### config.mk
export PLATFORM = sky130hd
export DESIGN_NAME = orb_frame_sync_flat
export DESIGN_NICKNAME = d
export VERILOG_FILES = /design/src/rtl/orb_frame_sync_if.sv /design/src/rtl/orb_frame_sync.sv /design/src/flat_wrapper.sv
export SDC_FILE = /design/constraint.sdc
export NUM_CORES = 1
export LEC_CHECK = 0
export ABC_AREA = 1
export BUFFER_PORTS_ARGS = -buffer_cell sky130_fd_sc_hd__buf_2
export CAP_MARGIN = 20
export CORE_MARGIN = 5
export CORE_UTILIZATION = 58
export DETAILED_ROUTE_END_ITERATION = 6
export GPL_TIMING_DRIVEN = 0
export PLACE_DENSITY_LB_ADDON = 0.2
export SLEW_MARGIN = 20
export SYNTH_ARGS = -nofsm -noshare
export SYNTH_HDL_FRONTEND = slang
export SYNTH_SLANG_ARGS = --single-unit
### constraint.sdc
create_clock -name clk -period 2.4 [get_ports clk]
set_clock_uncertainty 0.1 [all_clocks]
set_input_delay 0.36 -clock clk [delete_from_list [all_inputs] [get_ports clk]]
set_output_delay 0.36 -clock clk [all_outputs]
set_load 0.05 [all_outputs]
### src/rtl/orb_frame_sync_if.sv
// ---------------------------------------------------------------------------
// orb_frame_sync_if
// Purpose : serial-in / word-out bundle between the loop-back serial source
//           and the Orbita M16 frame synchronizer.
// Signals : iBitEn, iSerial                   - bit strobe and line bit (to sync)
//           oWord, oAddr, oWordValid          - deserialized word and its address
//           oFrameStart, oLocked, oSyncErr    - frame/lock status (from sync)
// Modports: master - drives the serial line, observes the words
//           slave  - the synchronizer itself
// ---------------------------------------------------------------------------
interface orb_frame_sync_if #(
    parameter int unsigned WORD_BITS = 12,
    parameter int unsigned ADDR_W    = 11
) ();
    logic                 iBitEn;
    logic                 iSerial;
    logic [WORD_BITS-1:0] oWord;
    logic [ADDR_W-1:0]    oAddr;
    logic                 oWordValid;
    logic                 oFrameStart;
    logic                 oLocked;
    logic                 oSyncErr;

    modport master (
        output iBitEn, iSerial,
        input  oWord, oAddr, oWordValid, oFrameStart, oLocked, oSyncErr
    );

    modport slave (
        input  iBitEn, iSerial,
        output oWord, oAddr, oWordValid, oFrameStart, oLocked, oSyncErr
    );
endinterface

### src/rtl/orb_frame_sync.sv
// ---------------------------------------------------------------------------
// orb_frame_sync
// Purpose : receive-side frame synchronizer and word deserializer for the
//           Orbita M16 serial stream. Hunts for the sync word, confirms it on
//           consecutive frames, then emits words tagged with their address.
// Ports   : clk   - system clock, rising edge
//           reset - synchronous, active-high
//           bus   - orb_frame_sync_if.slave (serial in, word/status out)
// ---------------------------------------------------------------------------
module orb_frame_sync #(
    parameter int unsigned          WORD_BITS   = 12,
    parameter int unsigned          FRAME_WORDS = 2048,
    parameter int unsigned          ADDR_W      = 11,
    parameter logic [WORD_BITS-1:0] SYNC_WORD   = WORD_BITS'(12'hE24),
    parameter int unsigned          CONFIRM_N   = 2,
    parameter int unsigned          MISS_N      = 3
) (
    input logic             clk,
    input logic             reset,
    orb_frame_sync_if.slave bus
);

    localparam int unsigned BCNT_W = $clog2(WORD_BITS);
    localparam int unsigned FILL_W = $clog2(WORD_BITS + 1);
    localparam int unsigned HITS_W = $clog2(CONFIRM_N + 1);
    localparam int unsigned MISS_W = $clog2(MISS_N + 1);

    localparam logic [BCNT_W-1:0] BCNT_LAST = BCNT_W'(WORD_BITS - 1);
    localparam logic [FILL_W-1:0] FILL_MAX  = FILL_W'(WORD_BITS);
    localparam logic [FILL_W-1:0] FILL_ARM  = FILL_W'(WORD_BITS - 1);
    localparam logic [ADDR_W-1:0] ADDR_LAST = ADDR_W'(FRAME_WORDS - 1);
    localparam logic [HITS_W-1:0] CONFIRM_V = HITS_W'(CONFIRM_N);
    localparam logic [MISS_W-1:0] MISS_V    = MISS_W'(MISS_N);

    typedef enum logic [1:0] {
        ST_HUNT,
        ST_VERIFY,
        ST_LOCK
    } state_t;

    state_t               r_state,   w_state_nxt;
    // The oldest bit would be shifted out on the next strobe without ever
    // being compared, so only WORD_BITS-1 bits of history are kept.
    logic [WORD_BITS-2:0] r_sr,      w_sr_nxt;
    logic [BCNT_W-1:0]    r_bit_cnt, w_bit_cnt_nxt;
    logic [ADDR_W-1:0]    r_waddr,   w_waddr_nxt;
    logic [FILL_W-1:0]    r_fill,    w_fill_nxt;
    logic [HITS_W-1:0]    r_hits,    w_hits_nxt;
    logic [MISS_W-1:0]    r_misses,  w_misses_nxt;

    logic [WORD_BITS-1:0] r_word,        w_word_nxt;
    logic [ADDR_W-1:0]    r_addr,        w_addr_nxt;
    logic                 r_word_valid,  w_word_valid_nxt;
    logic                 r_frame_start, w_frame_start_nxt;
    logic                 r_locked,      w_locked_nxt;
    logic                 r_sync_err,    w_sync_err_nxt;

    logic [WORD_BITS-1:0] w_shift;
    logic                 w_match;
    logic                 w_armed;
    logic                 w_word_done;
    logic [ADDR_W-1:0]    w_addr_cur;
    logic [HITS_W-1:0]    w_hits_inc;
    logic [MISS_W-1:0]    w_miss_inc;

    // Word as it will look once the current bit is shifted in.
    assign w_shift     = {r_sr, bus.iSerial};
    assign w_match     = (w_shift == SYNC_WORD);
    // Enough real bits seen since entering HUNT that no reset zeros remain.
    assign w_armed     = (r_fill >= FILL_ARM);
    assign w_word_done = (r_bit_cnt == BCNT_LAST);
    // r_waddr holds the address of the last completed word (sync = 0).
    assign w_addr_cur  = (r_waddr == ADDR_LAST) ? '0 : r_waddr + 1'b1;
    assign w_hits_inc  = r_hits + 1'b1;
    assign w_miss_inc  = r_misses + 1'b1;

    // Next-state, datapath and output decode.
    always_comb begin
        w_state_nxt       = r_state;
        w_sr_nxt          = r_sr;
        w_bit_cnt_nxt     = r_bit_cnt;
        w_waddr_nxt       = r_waddr;
        w_fill_nxt        = r_fill;
        w_hits_nxt        = r_hits;
        w_misses_nxt      = r_misses;
        w_word_nxt        = r_word;
        w_addr_nxt        = r_addr;
        w_word_valid_nxt  = 1'b0;
        w_frame_start_nxt = 1'b0;
        w_sync_err_nxt    = 1'b0;

        if (bus.iBitEn) begin
            w_sr_nxt = w_shift[WORD_BITS-2:0];
            if (r_fill != FILL_MAX) begin
                w_fill_nxt = r_fill + 1'b1;
            end

            case (r_state)
                ST_HUNT: begin
                    if (w_armed && w_match) begin
                        w_waddr_nxt   = '0;
                        w_bit_cnt_nxt = '0;
                        w_hits_nxt    = HITS_W'(1);
                        w_misses_nxt  = '0;
                        w_state_nxt   = (CONFIRM_N == 1) ? ST_LOCK : ST_VERIFY;
                    end
                end

                ST_VERIFY: begin
                    w_bit_cnt_nxt = w_word_done ? '0 : r_bit_cnt + 1'b1;
                    if (w_word_done) begin
                        w_waddr_nxt = w_addr_cur;
                        if (w_addr_cur == '0) begin
                            if (w_match) begin
                                w_hits_nxt = w_hits_inc;
                                if (w_hits_inc == CONFIRM_V) begin
                                    w_state_nxt  = ST_LOCK;
                                    w_misses_nxt = '0;
                                end
                            end else begin
                                w_sync_err_nxt = 1'b1;
                                w_state_nxt    = ST_HUNT;
                                w_fill_nxt     = '0;
                                w_hits_nxt     = '0;
                            end
                        end
                    end
                end

                ST_LOCK: begin
                    w_bit_cnt_nxt = w_word_done ? '0 : r_bit_cnt + 1'b1;
                    if (w_word_done) begin
                        w_waddr_nxt       = w_addr_cur;
                        w_word_nxt        = w_shift;
                        w_addr_nxt        = w_addr_cur;
                        w_word_valid_nxt  = 1'b1;
                        w_frame_start_nxt = (w_addr_cur == '0);
                        if (w_addr_cur == '0) begin
                            if (w_match) begin
                                w_misses_nxt = '0;
                            end else begin
                                w_sync_err_nxt = 1'b1;
                                w_misses_nxt   = w_miss_inc;
                                // Losing word is still emitted; lock drops with the error.
                                if (w_miss_inc == MISS_V) begin
                                    w_state_nxt  = ST_HUNT;
                                    w_fill_nxt   = '0;
                                    w_hits_nxt   = '0;
                                    w_misses_nxt = '0;
                                end
                            end
                        end
                    end
                end

                default: begin
                    w_state_nxt = ST_HUNT;
                end
            endcase
        end

        w_locked_nxt = (w_state_nxt == ST_LOCK);
    end

    // State, datapath and output registers.
    always_ff @(posedge clk) begin
        if (reset) begin
            r_state       <= ST_HUNT;
            r_sr          <= '0;
            r_bit_cnt     <= '0;
            r_waddr       <= '0;
            r_fill        <= '0;
            r_hits        <= '0;
            r_misses      <= '0;
            r_word        <= '0;
            r_addr        <= '0;
            r_word_valid  <= 1'b0;
            r_frame_start <= 1'b0;
            r_locked      <= 1'b0;
            r_sync_err    <= 1'b0;
        end else begin
            r_state       <= w_state_nxt;
            r_sr          <= w_sr_nxt;
            r_bit_cnt     <= w_bit_cnt_nxt;
            r_waddr       <= w_waddr_nxt;
            r_fill        <= w_fill_nxt;
            r_hits        <= w_hits_nxt;
            r_misses      <= w_misses_nxt;
            r_word        <= w_word_nxt;
            r_addr        <= w_addr_nxt;
            r_word_valid  <= w_word_valid_nxt;
            r_frame_start <= w_frame_start_nxt;
            r_locked      <= w_locked_nxt;
            r_sync_err    <= w_sync_err_nxt;
        end
    end

    assign bus.oWord       = r_word;
    assign bus.oAddr       = r_addr;
    assign bus.oWordValid  = r_word_valid;
    assign bus.oFrameStart = r_frame_start;
    assign bus.oLocked     = r_locked;
    assign bus.oSyncErr    = r_sync_err;

endmodule

### src/flat_wrapper.sv
// flat-port wrapper written by rule: the top's interface ports become plain ports
module orb_frame_sync_flat 
#(
    parameter int unsigned          WORD_BITS   = 12,
    parameter int unsigned          FRAME_WORDS = 2048,
    parameter int unsigned          ADDR_W      = 11,
    parameter logic [WORD_BITS-1:0] SYNC_WORD   = WORD_BITS'(12'hE24),
    parameter int unsigned          CONFIRM_N   = 2,
    parameter int unsigned          MISS_N      = 3
)
  (clk, reset, bus_iBitEn, bus_iSerial, bus_oWord, bus_oAddr, bus_oWordValid, bus_oFrameStart, bus_oLocked, bus_oSyncErr);
  orb_frame_sync_if #(.WORD_BITS(WORD_BITS), .ADDR_W(ADDR_W)) bus_i ();
  input logic clk;
  input logic reset;
  input wire logic [$bits(bus_i.iBitEn)-1:0] bus_iBitEn;
  input wire logic [$bits(bus_i.iSerial)-1:0] bus_iSerial;
  output wire logic [$bits(bus_i.oWord)-1:0] bus_oWord;
  output wire logic [$bits(bus_i.oAddr)-1:0] bus_oAddr;
  output wire logic [$bits(bus_i.oWordValid)-1:0] bus_oWordValid;
  output wire logic [$bits(bus_i.oFrameStart)-1:0] bus_oFrameStart;
  output wire logic [$bits(bus_i.oLocked)-1:0] bus_oLocked;
  output wire logic [$bits(bus_i.oSyncErr)-1:0] bus_oSyncErr;
  assign bus_i.iBitEn = bus_iBitEn;
  assign bus_i.iSerial = bus_iSerial;
  assign bus_oWord = bus_i.oWord;
  assign bus_oAddr = bus_i.oAddr;
  assign bus_oWordValid = bus_i.oWordValid;
  assign bus_oFrameStart = bus_i.oFrameStart;
  assign bus_oLocked = bus_i.oLocked;
  assign bus_oSyncErr = bus_i.oSyncErr;
  orb_frame_sync #(.WORD_BITS(WORD_BITS), .FRAME_WORDS(FRAME_WORDS), .ADDR_W(ADDR_W), .SYNC_WORD(SYNC_WORD), .CONFIRM_N(CONFIRM_N), .MISS_N(MISS_N)) u_core (.clk(clk), .reset(reset), .bus(bus_i));
endmodule
Yosys cells after proc, flatten, opt, wreduce, memory -nomap -nowiden --
Index checks and enable logic that the tools add are counted.
Word-level totals: memory bits (read-only) 0, input port bits 4, RAM bits 0, memories kept 0, word-level logic and storage cells 105, register bits after elaboration 63, output and inout bits 27, bits in latches 0
Operators by class: bitwise logic cells 5, shift-type cells 0, add/sub/neg operators 5, $lt $le $gt $ge 1, equality and inequality tests 19, mux-type cells 48, reduce and logical (&&, ||, !) cells 14, divide/modulo/power cells 0, multipliers 0
Operators by type and width (count):
- $mux W2 | 27
- $mux W4 | 10
- $mux W11 | 3
- $pmux W11 S2 | 1
- $ne A2 B1 Y1 const B | 9
- $pmux W2 S3 | 3
- $reduce_and A9 Y1 | 2
- $pmux W4 S2 | 2
- $eq A12 B12 Y1 const B | 1
- $add A11 B1 Y11 const B | 1
- $eq A11 B11 Y1 const B | 1
- $logic_not A11 Y1 | 1
- $add A4 B1 Y4 const B | 2
- $eq A2 B2 Y1 const B | 4
- $reduce_and A3 Y1 | 2
- $not A1 Y1 | 5
- $reduce_or A5 Y1 | 1
- $add A2 B1 Y2 const B | 2
- $eq A4 B4 Y1 const B | 1
- $ge A4 B4 Y1 const B | 1
- $ne A4 B4 Y1 const B | 1
- $reduce_and A4 Y1 | 1
- $reduce_or A4 Y1 | 1
- $reduce_bool A3 Y1 | 1
- other kinds (8) | 9

Longest topological paths before layout --
Gate-level depths: netlist of run 1.
depth after elaboration 9, gate-level depth with buffers 16, mapped depth without buffers 16

Least setup slack after synthesis of run 1 --
OpenSTA, ideal clock, no wires.
path kind register -> register, start register u_core.r_waddr[0], end register u_core.r_state[0], required time 2.166 ns, setup time 0.134 ns, buffers on the path 0, cell stages (with the launch flop) 15, period minus slack after synthesis 1.999 ns, setup slack 0.401 ns, arrival time 1.766 ns, path through dfxtp_1 > ha_1 > nand2_1 > nor2_4 > nand2_1 > a21oi_1 > nand3_2 > nor2_4 > nand3_4 > o21bai_4 > nand2_1 > nand2_1 > nand2_1 > nand2_2 > a21oi_1
Between the ends: word-level cells in the longest chain between the ends 7, elaborated cells on any way between the ends 10, classes of those cells 1 x add/sub; 1 x eq/ne; 7 x mux; 1 x reduce/logical
Ends and longest elaborated chain:
- from (decl) | RTL line orb_frame_sync.sv:46 | logic [ADDR_W-1:0] r_waddr, w_waddr_nxt;
- from (signal assigned) | RTL line orb_frame_sync.sv:185 | r_waddr <= w_waddr_nxt;
- $add A11 B1 Y11 or $eq A11 B11 Y1 (tied branches) | RTL line orb_frame_sync.sv:73 | assign w_addr_cur = (r_waddr == ADDR_LAST) ? '0 : r_waddr + 1'b1;
- $mux W11 (*) | RTL line orb_frame_sync.sv:73
- $logic_not A11 Y1 (*) | RTL line orb_frame_sync.sv:113, orb_frame_sync.sv:138
- $mux W2 (on tied branches) | RTL line orb_frame_sync.sv:138, orb_frame_sync.sv:113
- $mux W2 (on tied branches) | RTL line orb_frame_sync.sv:132, orb_frame_sync.sv:111
- $pmux W2 S3 (*) | RTL line orb_frame_sync.sv:98 | case (r_state)
- $mux W2 (*) | RTL line orb_frame_sync.sv:92 | if (bus.iBitEn) begin
- to (signal assigned) | RTL line orb_frame_sync.sv:182 | r_state <= w_state_nxt;
- to (decl) | RTL line orb_frame_sync.sv:41 | state_t r_state, w_state_nxt;
Mark *: on every way between the ends. The rest lies on a longest branch, timed or not. A chain may end at the register's enable or synchronous reset.

Final worst setup path of run 1 --
Ends and elaborated chain as after synthesis.

==> metrics, run 1 <==
RSZ-0062 raised after global routing=true; DRT iter0 DRCs=169; register area=0.00127 mm²; ant diodes=0; worst skew pair latency=350 ps; synthesized netlist cell count=390; Layout Area Growth over Synthesis=18.3%; max_slew headroom=62.4%; CTS tree=yes; Crit path max-delay family=simple AND/OR/NAND/NOR gates; Power Density=561 mW/mm²; post-synthesis compound-gate area fraction=18.6%; max cap viols=0; WP buf/inv=0; Final Cycle Share=95.1%; largest net degree at the start of global routing=11; Initial Util=58.8%; P_sw=0.468 mW; GRT Util Overall=23.6%; hold buffer count at CTS=0; Vias=2,811; drt via density=5.51; Setup Total Neg Slack=0 ps; Residual DRC=0; area leader, netlist=dfxtp_1; post-synth net total=403; Worst Tran Pin Value=564 ps; initial antenna violation count=0; WL/cell=14.4 µm; Longest Clk Path Bufs=2; first-pass GRT wire length=12,200 µm; Fin. Hold Viols=0; root buffer cell=clkbuf_8; die height=81.5 µm; sequential share of power=54.5%; WP data arrival=2380 ps; Yosys cell types=36; highest routed metal layer=met4; Clk pwr share=41.6%; met2 wire length=3520 µm; commonest non-fill, non-tap cell in the layout=dfxtp_1; Combinational Power Share=3.9%; P_leak=1.55 nW; status=finished clean; Area contributors post-synth=dfxtp_1 43%, nand2_1 6.8%, o21ai_0 6.8%; CTS HTree Levels=3; metal3 WL=316 µm; TritonRoute pass-1 iters=5; vias in the first global route=2,670; M1 WL=3370 µm; CP cell instances=ha_4 > nand2_4 > nor2_4 > nand3_4 > nand3_4 > nand3_4 > nor2_4 > nand3_4 > o21bai_4 > nand2_1 > nand2_1 > nand2_1 > nand2_2 > a21oi_1; number of fill cells=420; Max Fanout on Critical Path=6; Adder-Cell Fraction of Synth Area=3.80%; synthesized area=0.00296 mm²; Sink Count=63; flops & latches, synth=63; row count=26; largest family of logic cells by synthesized area=simple AND/OR/NAND/NOR gates; top-area cell type share of the netlist area=42.6%; core area=0.00504 mm²; startpoint type of the worst setup path=flip-flop; switching share of total power=23.8%; DIE WIDTH=81.5 µm; Ys Warns=0; sequential area share after synthesis=42.6%; mux cell area share after synthesis=0%; slowest CP cell=dfxtp_4; Worst path max stage delay=370 ps; placed inst area=0.00320 mm²; Multi-input gate area=0.00154 mm²; Max Clk Rate=438 MHz; Crit path required time=2500 ps; TritonCTS buffer count=9; layout cells sized above 1=20.7%; most frequent cells in the layout=61 x dfxtp_1, 52 x nand2_1, 48 x inv_1, 43 x nor2_1, 40 x o21ai_0; CP Class=reg -> reg; RD Place Congestion=0.884; Cell Int Power=1.50 mW; Slew Viols, Final=0; io pins=31; Final Critical Period=2280 ps; final setup fails=0; total die area=0.00664 mm²; final WL=7360 µm; total grt overflow=0; hold crit path type=in -> reg; Setup WS pre-CTS=-49.8 ps; Final Worst Setup Slack=118 ps; Port Buf Inserts=30; Post-Synth XOR/XNOR Area=0.296%; Crit. End Element=flip-flop; Mean Syn Cell Area=7.60 µm²; most frequent CP cell=nand3_4; nets=450; Final Cell Area=0.00350 mm²; ANT nets after route=0; Worst-path clk slew=70 ps; Post-Synth Simple-Gate Area=26.6%; hpwl dp=5040 µm; IR drop worst, VDD=0.345 mV
-- cell type report --
type                       count  area share (%)
clock inverter                 3           0.571
sequential                    63            36.2
inverter                      50            5.36
multi-input combinational    263            43.9
tap                           70            2.50
buffer                        14            1.61
clock buffer                  11            4.32
timing repair buffer          36            5.57
-- layer usage --
| layer | GRT usage [%] | vias to the layer above |
|---|---|---|
| met5 | 0 | - |
| met4 | 10.3 | 0 |
| met3 | 4.50 | 16 |
| met2 | 39.0 | 80 |
| met1 | 29.8 | 1314 |
| li1 | - | 1401 |
-- sequential cells by signal (all words and copies together) (netlist names) --
name / cells
u_core.bus.oWord: 12
u_core.r_sr: 11
u_core.bus.oWordValid: 1
u_core.bus.oLocked: 1
u_core.r_hits: 2
u_core.r_bit_cnt: 4
u_core.bus.oSyncErr: 1
u_core.bus.oFrameStart: 1
u_core.r_waddr: 11
u_core.r_misses: 2
u_core.bus.oAddr: 11
u_core.r_fill: 4
u_core.r_state: 2
-- power by group through the flow --
stage	clock network [mW]	registers (mW)	logic, mW
global placement	0	1.10	0.0719
floorplan	0	1.09	0.0522
global route	0.873	1.07	0.0860
CTS	0.816	1.07	0.0740
detailed placement	0	1.10	0.0741
finish	0.819	1.07	0.0758
-- Yosys cell counts --
master and instances:
o21bai_1 1, nand3_2 3, nor3_1 6, o211ai_1 2
o21ai_0 40, xnor2_1 1, o21a_1 1, nand2_1 54
buf_2 1, a211oi_1 1, nor3b_1 1, nor3_2 2
nor2_1 43, a21oi_1 34, dfxtp_1 63, nor4_1 3
o21bai_4 1, nand3b_1 1, o31ai_1 1, nand2_2 6
nand3_4 2, o21ai_2 3, a21oi_4 1, clkbuf_1 13
inv_1 48, nor2_4 3, and3_1 1, o21ai_1 1
nand4_1 6, o32ai_1 8, nand3_1 21, ha_1 9
or2_2 1, nor2_2 5, nor3_4 1, inv_2 2
-- repair_timing --
item                                    CTS  global route
gates resized for setup                   1            20
setup buffers                             0             6
gates cloned                              0             0
pin swaps                                 0             9
endpoints found under the setup margin   10            30
-- final timing paths --
kind                                     startpoint                   to  slack [ps]  cells past startpoint
worst max-delay path              u_core.r_waddr[0]    u_core.r_state[0]         120                     14
worst min-delay path                    bus_iSerial  u_core.bus.oWord[0]         200                      3
worst max register to register    u_core.r_waddr[0]    u_core.r_state[0]         120                     14
worst min register to register  u_core.r_bit_cnt[1]  u_core.r_bit_cnt[1]         390                      2
-- worst register-to-register path, stage by stage (launching register included) --
cell	delay, ps
dfxtp_4	370
ha_4	160
nand2_4	70
nor2_4	180
nand3_4	170
nand3_4	160
nand3_4	90
nor2_4	160
nand3_4	140
o21bai_4	220
nand2_1	70
nand2_1	70
nand2_1	60
nand2_2	70
a21oi_1	60
-- kinds of logic (layout without fill, tap and decap cells) --
| logic type | count (synthesis) | in the layout |
|---|---|---|
| DFF | 63 | 63 |
| AOI/OAI and AO/OA | 94 | 94 |
| adders and majority gates | 9 | 9 |
| and+or+nand+nor | 159 | 159 |
| buffers and inverters | 64 | 114 |
| xor gates and xnor gates | 1 | 1 |
-- stage by stage --
stage	total power [mW]	hold WS, ps	utilization (%)	instances
2_1_floorplan	1.15	350	-	390
3_3_place_gp	1.17	364	63.5	490
3_5_place_dp	1.17	376	63.5	490
4_1_cts	1.96	192	66.9	504
5_1_grt	2.03	241	69.5	510
6_report	1.97	198	69.5	510
Note: power is estimated with default switching activity, not from simulation.
==> inputs of run 2 (changes only) <==
Settings changed: ABC_AREA 1 to unset.
Clock period 2.4 ns to 2.5 ns, I/O delays scaled along.
==> metrics, run 2 <==
TritonRoute pass-1 iters=4 (-1); switching share of total power=22.3% (-1.4 points); root buffer cell=clkbuf_8; Power Density=561 mW/mm² (-0.11%); max cap viols=0 (unchanged); Cell Int Power=1.54 mW (+2.7%); area leader, netlist=dfxtp_1; final setup fails=0 (unchanged); hpwl dp=5060 µm (+0.49%); Crit path required time=2630 ps (+130 ps); first-pass GRT wire length=11,900 µm (-2.1%); Max Clk Rate=426 MHz (-2.9%); post-synth net total=369 (-8.4%); Vias=2,703 (-3.8%); WL/cell=14.8 µm (+2.9%); flops & latches, synth=63 (unchanged); dpl cells=456 (-6.9%); Final Cycle Share=94.0% (-1.1 points); synthesized area=0.00308 mm² (+4.1%); largest net degree at the start of global routing=12 (+1); row count=26 (unchanged); CP Class=reg -> reg; total die area=0.00687 mm² (+3.6%); Combinational Power Share=2.9% (-1.0 points); CTS HTree Levels=3 (unchanged); nets=409 (-9.1%); Longest Clk Path Bufs=2 (unchanged); max FFs per register=12 (unchanged); Ys Warns=0 (unchanged); CTS tree=yes; synthesized netlist cell count=356 (-8.7%); Sink Count=63 (unchanged); total grt overflow=0 (unchanged); Residual DRC=0 (unchanged); Max Fanout on Critical Path=8 (+2); most frequent cells after synthesis=63 x dfxtp_1, 43 x nand2_1, 43 x nor2_1; Worst Tran Pin Value=665 ps (+101 ps); ant diodes=0 (unchanged); DRT iter0 DRCs=128 (-24%); drt via density=5.74 (+4.1%); RD Place Congestion=0.893 (+1.0%); commonest non-fill, non-tap cell in the layout=dfxtp_1; hold slack final=208 ps (+10.3 ps); startpoint type of the worst setup path=flip-flop; sequential area share after synthesis=40.9% (-1.7 points); WP data arrival=2480 ps (+100 ps); P_sw=0.443 mW (-5.4%); die height=82.9 µm (+1.8%); Area contributors post-synth=dfxtp_1 41%, nand2_1 5.2%, nor2_1 5.2%; Crit. End Element=flip-flop; max_slew headroom=55.7% (-6.7 points); final WL=6990 µm (-5.0%); DIE WIDTH=82.9 µm (+1.8%); Slew Viols, Final=0 (unchanged); P_leak=1.37 nW (-12%); ANT nets after route=0 (unchanged); vias in the first global route=2,536 (-5.0%); Layout Area Growth over Synthesis=14.7%; Mean Syn Cell Area=8.66 µm² (+14%); cell with the most instances after synthesis=dfxtp_1; Post-synth EDFFs=0 (unchanged); TritonCTS buffer count=9 (unchanged); Yosys cell types=62 (+72%); RSZ-0062 raised after global routing=false; Post-synth ARST share=0% (unchanged); Worst-path clk slew=70 ps (about the same); layout cells sized above 1=18.7% (-2.0 points); IR drop worst, VDD=0.373 mV (+8.1%); Fin. Hold Viols=0 (unchanged); hold buffer count at CTS=0 (unchanged); core area=0.00514 mm² (+1.9%); hold crit path type=in -> reg; Post-Layout Cell Count=471 (-7.6%); Port Buf Inserts=30 (unchanged); Initial Util=60.0% (+1.2 points); top-area cell type share of the netlist area=40.9% (-1.7 points); status=finished clean; Final Critical Period=2350 ps (+67.2 ps); most frequent cells in the layout=63 x dfxtp_1, 43 x nand2_1, 41 x nor2_1, 36 x buf_2, 25 x a21oi_1; Synth Flop Type=dfxtp_1; initial antenna violation count=0 (unchanged); io pins=31 (unchanged); sequential share of power=51.1% (-3.4 points); Setup WS pre-CTS=-183 ps (-133 ps); Final Worst Setup Slack=151 ps (+32.8 ps); Clk pwr share=46.0% (+4.4 points); GRT Util Overall=20.8% (-2.7 points); worst skew pair latency=340 ps (about the same)
==> run 2: changes by cell type in the layout (fill, tap and decap cells not counted), moves of 8 or more <==
| cell | change |
|---|---|
| a21oi_1 | -8 |
| inv_1 | -38 |
| mux2i_1 | +13 |
| nand2_1 | -9 |
| xnor2_1 | +8 |
| nand3_1 | -12 |
| o21ai_0 | -30 |
==> run 2: area by class of cell <==
cell class              instances  area, µm²
repair buffers                 30        150
inverters                      10       37.5
plain buffers                  21       86.3
well taps                      70       87.6
multi-input cells             261       1710
clock inverters                 5       56.3
fillers                       441       1600
clock buffers                  11        151
flip-flops and latches         63       1260
==> run 2: path summary, 6_finish.rpt <==
check | from | slack (ps) | cells past startpoint | end
setup / recovery | u_core.r_waddr[0] | 150 | 8 | u_core.r_hits[0]
hold / removal | bus_iSerial | 210 | 3 | u_core.bus.oWord[0]
setup reg to reg | u_core.r_waddr[0] | 150 | 8 | u_core.r_hits[0]
hold reg to reg | u_core.bus.oWord[6] | 350 | 2 | u_core.bus.oWord[6]
==> run 2: critical path, cell delays in order (launching register included) <==
cell and delay [ps]:
dfxtp_1 430, ha_1 300, and2_2 260, nand2_1 120, nor4_4 280, a21oi_4 140
nor4_2 360, o21ai_0 160, o41ai_1 90
==> run 2: per-stage QoR <==
| step | total power, mW | util, % | instance area [µm²] | setup TNS [ps] |
|---|---|---|---|---|
| floorplan | 1.07 | - | 3080 | 0 |
| global placement | 1.09 | 64.6 | 3320 | -273 |
| detailed placement | 1.09 | 64.6 | 3320 | -515 |
| CTS | 1.99 | 68.7 | 3530 | 0 |
| global route | 2.05 | 68.8 | 3540 | 0 |
| finish | 1.98 | 68.8 | 3540 | 0 |
==> run 2: routing by layer <==
metal,wire length [µm],global-route usage (%)
met5,0,0
met1,3390,28.5
met4,114,5.94
met2,3150,32.9
met3,336,4.75
==> run 2: power by group through the flow <==
stage / registers [mW] / clock network, mW / logic (mW)
5_1_grt: 1.01 / 0.978 / 0.0625
3_3_place_gp: 1.04 / 0 / 0.0534
4_1_cts: 1.01 / 0.922 / 0.0563
3_5_place_dp: 1.04 / 0 / 0.0559
2_1_floorplan: 1.04 / 0 / 0.0378
6_report: 1.01 / 0.912 / 0.0565
==> run 2: cell families after synthesis <==
kind of cell	after synthesis	synth area share [%]
flip-flops	63	40.9
XOR/XNOR	11	3.13
AO/OA/AOI/OAI	80	18.5
multiplexers	13	4.22
adder cells (fa/ha/maj)	9	3.65
buffers and inverters	32	4.14
AND/OR/NAND/NOR	148	25.5
==> run 2: what timing repair did <==
item                                   4_1_cts  5_1_grt
setup endpoints to repair                   13       14
buffers inserted                             0        0
endpoints found under the hold margin        0        0
gates resized for setup                      1        3
pin swaps                                    0        0
==> inputs of run 3 (changes only) <==
Settings changed: CORE_UTILIZATION 58 to 63.
Clock period 2.5 ns to 2.74 ns, I/O delays scaled along.
==> metrics, run 3 (same netlist as run 2, synthesis figures left out) <==
first-pass GRT wire length=12,100 µm (+1.8%); Layout Area Growth over Synthesis=14.6%; TritonCTS buffer count=9 (unchanged); nets=410 (+0.24%); Min-Delay Path Depth=3 (unchanged); placed inst area=0.00332 mm² (-0.11%); ANT nets after route=0 (unchanged); Finished Core Util=74.8% (+6.0 points); CP cell instances=ha_1 > and2_1 > clkbuf_1 > nand3_1 > nor4_2 > a21oi_4 > a211o_1 > o31ai_2 > mux2i_1; WP data arrival=2740 ps (+260 ps); worst skew pair latency=340 ps (about the same); max FFs per register=12 (unchanged); TritonRoute pass-1 iters=4 (unchanged); die height=80.0 µm (-3.6%); row count=25 (-3.8%); RSZ-0062 raised after global routing=false; most frequent cells in the layout=63 x dfxtp_1, 43 x nand2_1, 42 x nor2_1, 36 x buf_2, 25 x a21oi_1; Port Buf Inserts=30 (unchanged); WL/cell=15.0 µm (+1.3%); Initial Util=65.3% (+5.3 points); largest net degree at the start of global routing=12 (unchanged); drt via density=5.79 (+0.91%); startpoint type of the worst setup path=flip-flop; CTS tree=yes; Worst Tran Pin Value=648 ps (-16.9 ps); FF-to-FF End=u_core.r_misses[1]; CTS HTree Levels=3 (unchanged); Final Cycle Share=94.2% (+0.23 points); Residual DRC=0 (unchanged); Power Density=511 mW/mm² (-8.9%); Max Clk Rate=387 MHz (-9.0%); final WL=7050 µm (+0.90%); Post-Layout Cell Count=469 (-0.42%); P_leak=1.37 nW (about the same); Crit. Startpoint=u_core.r_waddr[0]; initial antenna violation count=0 (unchanged); total grt overflow=0 (unchanged); max cap viols=0 (unchanged); Crit. End Element=flip-flop; R2R Setup Slk=160 ps (about the same); max_slew headroom=56.7% (+0.96 points); final setup fails=0 (unchanged); dpl cells=453 (-0.66%); Vias=2,716 (+0.48%); io pins=31 (unchanged); GRT Util Overall=24.4% (+3.6 points); R2R Path Start=u_core.r_waddr[0]; Crit path required time=2900 ps (+270 ps); Worst path max stage delay=440 ps (about the same); DIE WIDTH=80.0 µm (-3.6%); root buffer cell=clkbuf_8; DRT iter0 DRCs=156 (+22%); Design Power=1.80 mW (-9.0%); layout cells sized above 1=18.2% (-0.54 points); Final Critical Period=2580 ps (+232 ps); commonest non-fill, non-tap cell in the layout=dfxtp_1; ant diodes=0 (unchanged); Final Cell Area=0.00353 mm² (-0.11%); IR drop worst, VDD=0.394 mV (+5.7%); Longest Clk Path Bufs=2 (unchanged); Slew Viols, Final=0 (unchanged); core area=0.00472 mm² (-8.1%); hpwl dp=5140 µm (+1.5%); Setup Total Neg Slack=0 ps (unchanged); status=finished clean; Worst-path clk slew=70 ps (about the same); vias in the first global route=2,635 (+3.9%); CP endpoint=u_core.r_misses[1]; Fin. Hold Viols=0 (unchanged); CP Class=reg -> reg; total die area=0.00639 mm² (-7.0%); slowest CP cell=dfxtp_1; Max Fanout on Critical Path=8 (unchanged); RD Place Congestion=0.921 (+3.2%); Post-CTS Setup Bufs=0 (unchanged); hold crit path type=in -> reg; R2R cell count=9 (+1); Sink Count=63 (unchanged)
==> run 3: cell types whose count changed in the layout (fill, tap and decap cells not counted), sizes merged <==
| cell | change |
|---|---|
| clkbuf | +1 |
==> run 3: cell type report <==
type	instances	area, µm²
inverters	10	37.5
clock buffers	11	151
multi-input cells	261	1700
plain buffers	22	90.1
repair buffers	30	150
well taps	67	83.8
clock inverters	5	56.3
flip-flops and latches	63	1260
fillers	369	1190
==> run 3: worst min path at each step <==
stage,from,to,slack (ps)
6_report,bus_iSerial,u_core.bus.oWord[0],240
5_1_grt,bus_iSerial,u_core.bus.oWord[0],260
4_1_cts,bus_iSerial,u_core.bus.oWord[0],240
3_5_place_dp,u_core.bus.oWord[5],u_core.bus.oWord[5],340
3_3_place_gp,u_core.bus.oWord[4],u_core.bus.oWord[4],340
2_1_floorplan,u_core.r_sr[10],u_core.bus.oWord[11],340
==> run 3: layer usage <==
metal | up-vias | global-route usage [%] | share of wire, %
met5 | - | 0 | 0
met4 | 0 | 11.5 | 2.7
met3 | 14 | 4.51 | 4.5
met2 | 66 | 41.1 | 48
met1 | 1283 | 29.8 | 44
li1 | 1353 | - | -
==> run 3: repair_timing <==
item                                    CTS  global route
resized for setup                         0             2
endpoints found under the setup margin    0             5
hold buffers                              0             0
==> run 3: metrics by stage <==
step / hold WS (ps) / setup WS [ps]
global route: 265 / 41.1
CTS: 236 / 78.4
finish: 244 / 159
detailed placement: 343 / 111
floorplan: 344 / 542
global placement: 341 / 83.0
==> run 3: power breakdown <==
group | total (mW) | switching [mW] | internal (mW)
Combinational | 0.0515 | 0.0350 | 0.0165
Clock | 0.827 | 0.360 | 0.468
Sequential | 0.925 | 0.00448 | 0.920
==> run 3: critical path: cells and delay by family, from the launching register on <==
kind | cells | cell delay, ps
DFF | 1 | 440
adders and majority gates | 1 | 280
muxes | 1 | 250
buffers and inverters | 1 | 280
and+or+nand+nor | 3 | 630
AOI/OAI and AO/OA | 3 | 530
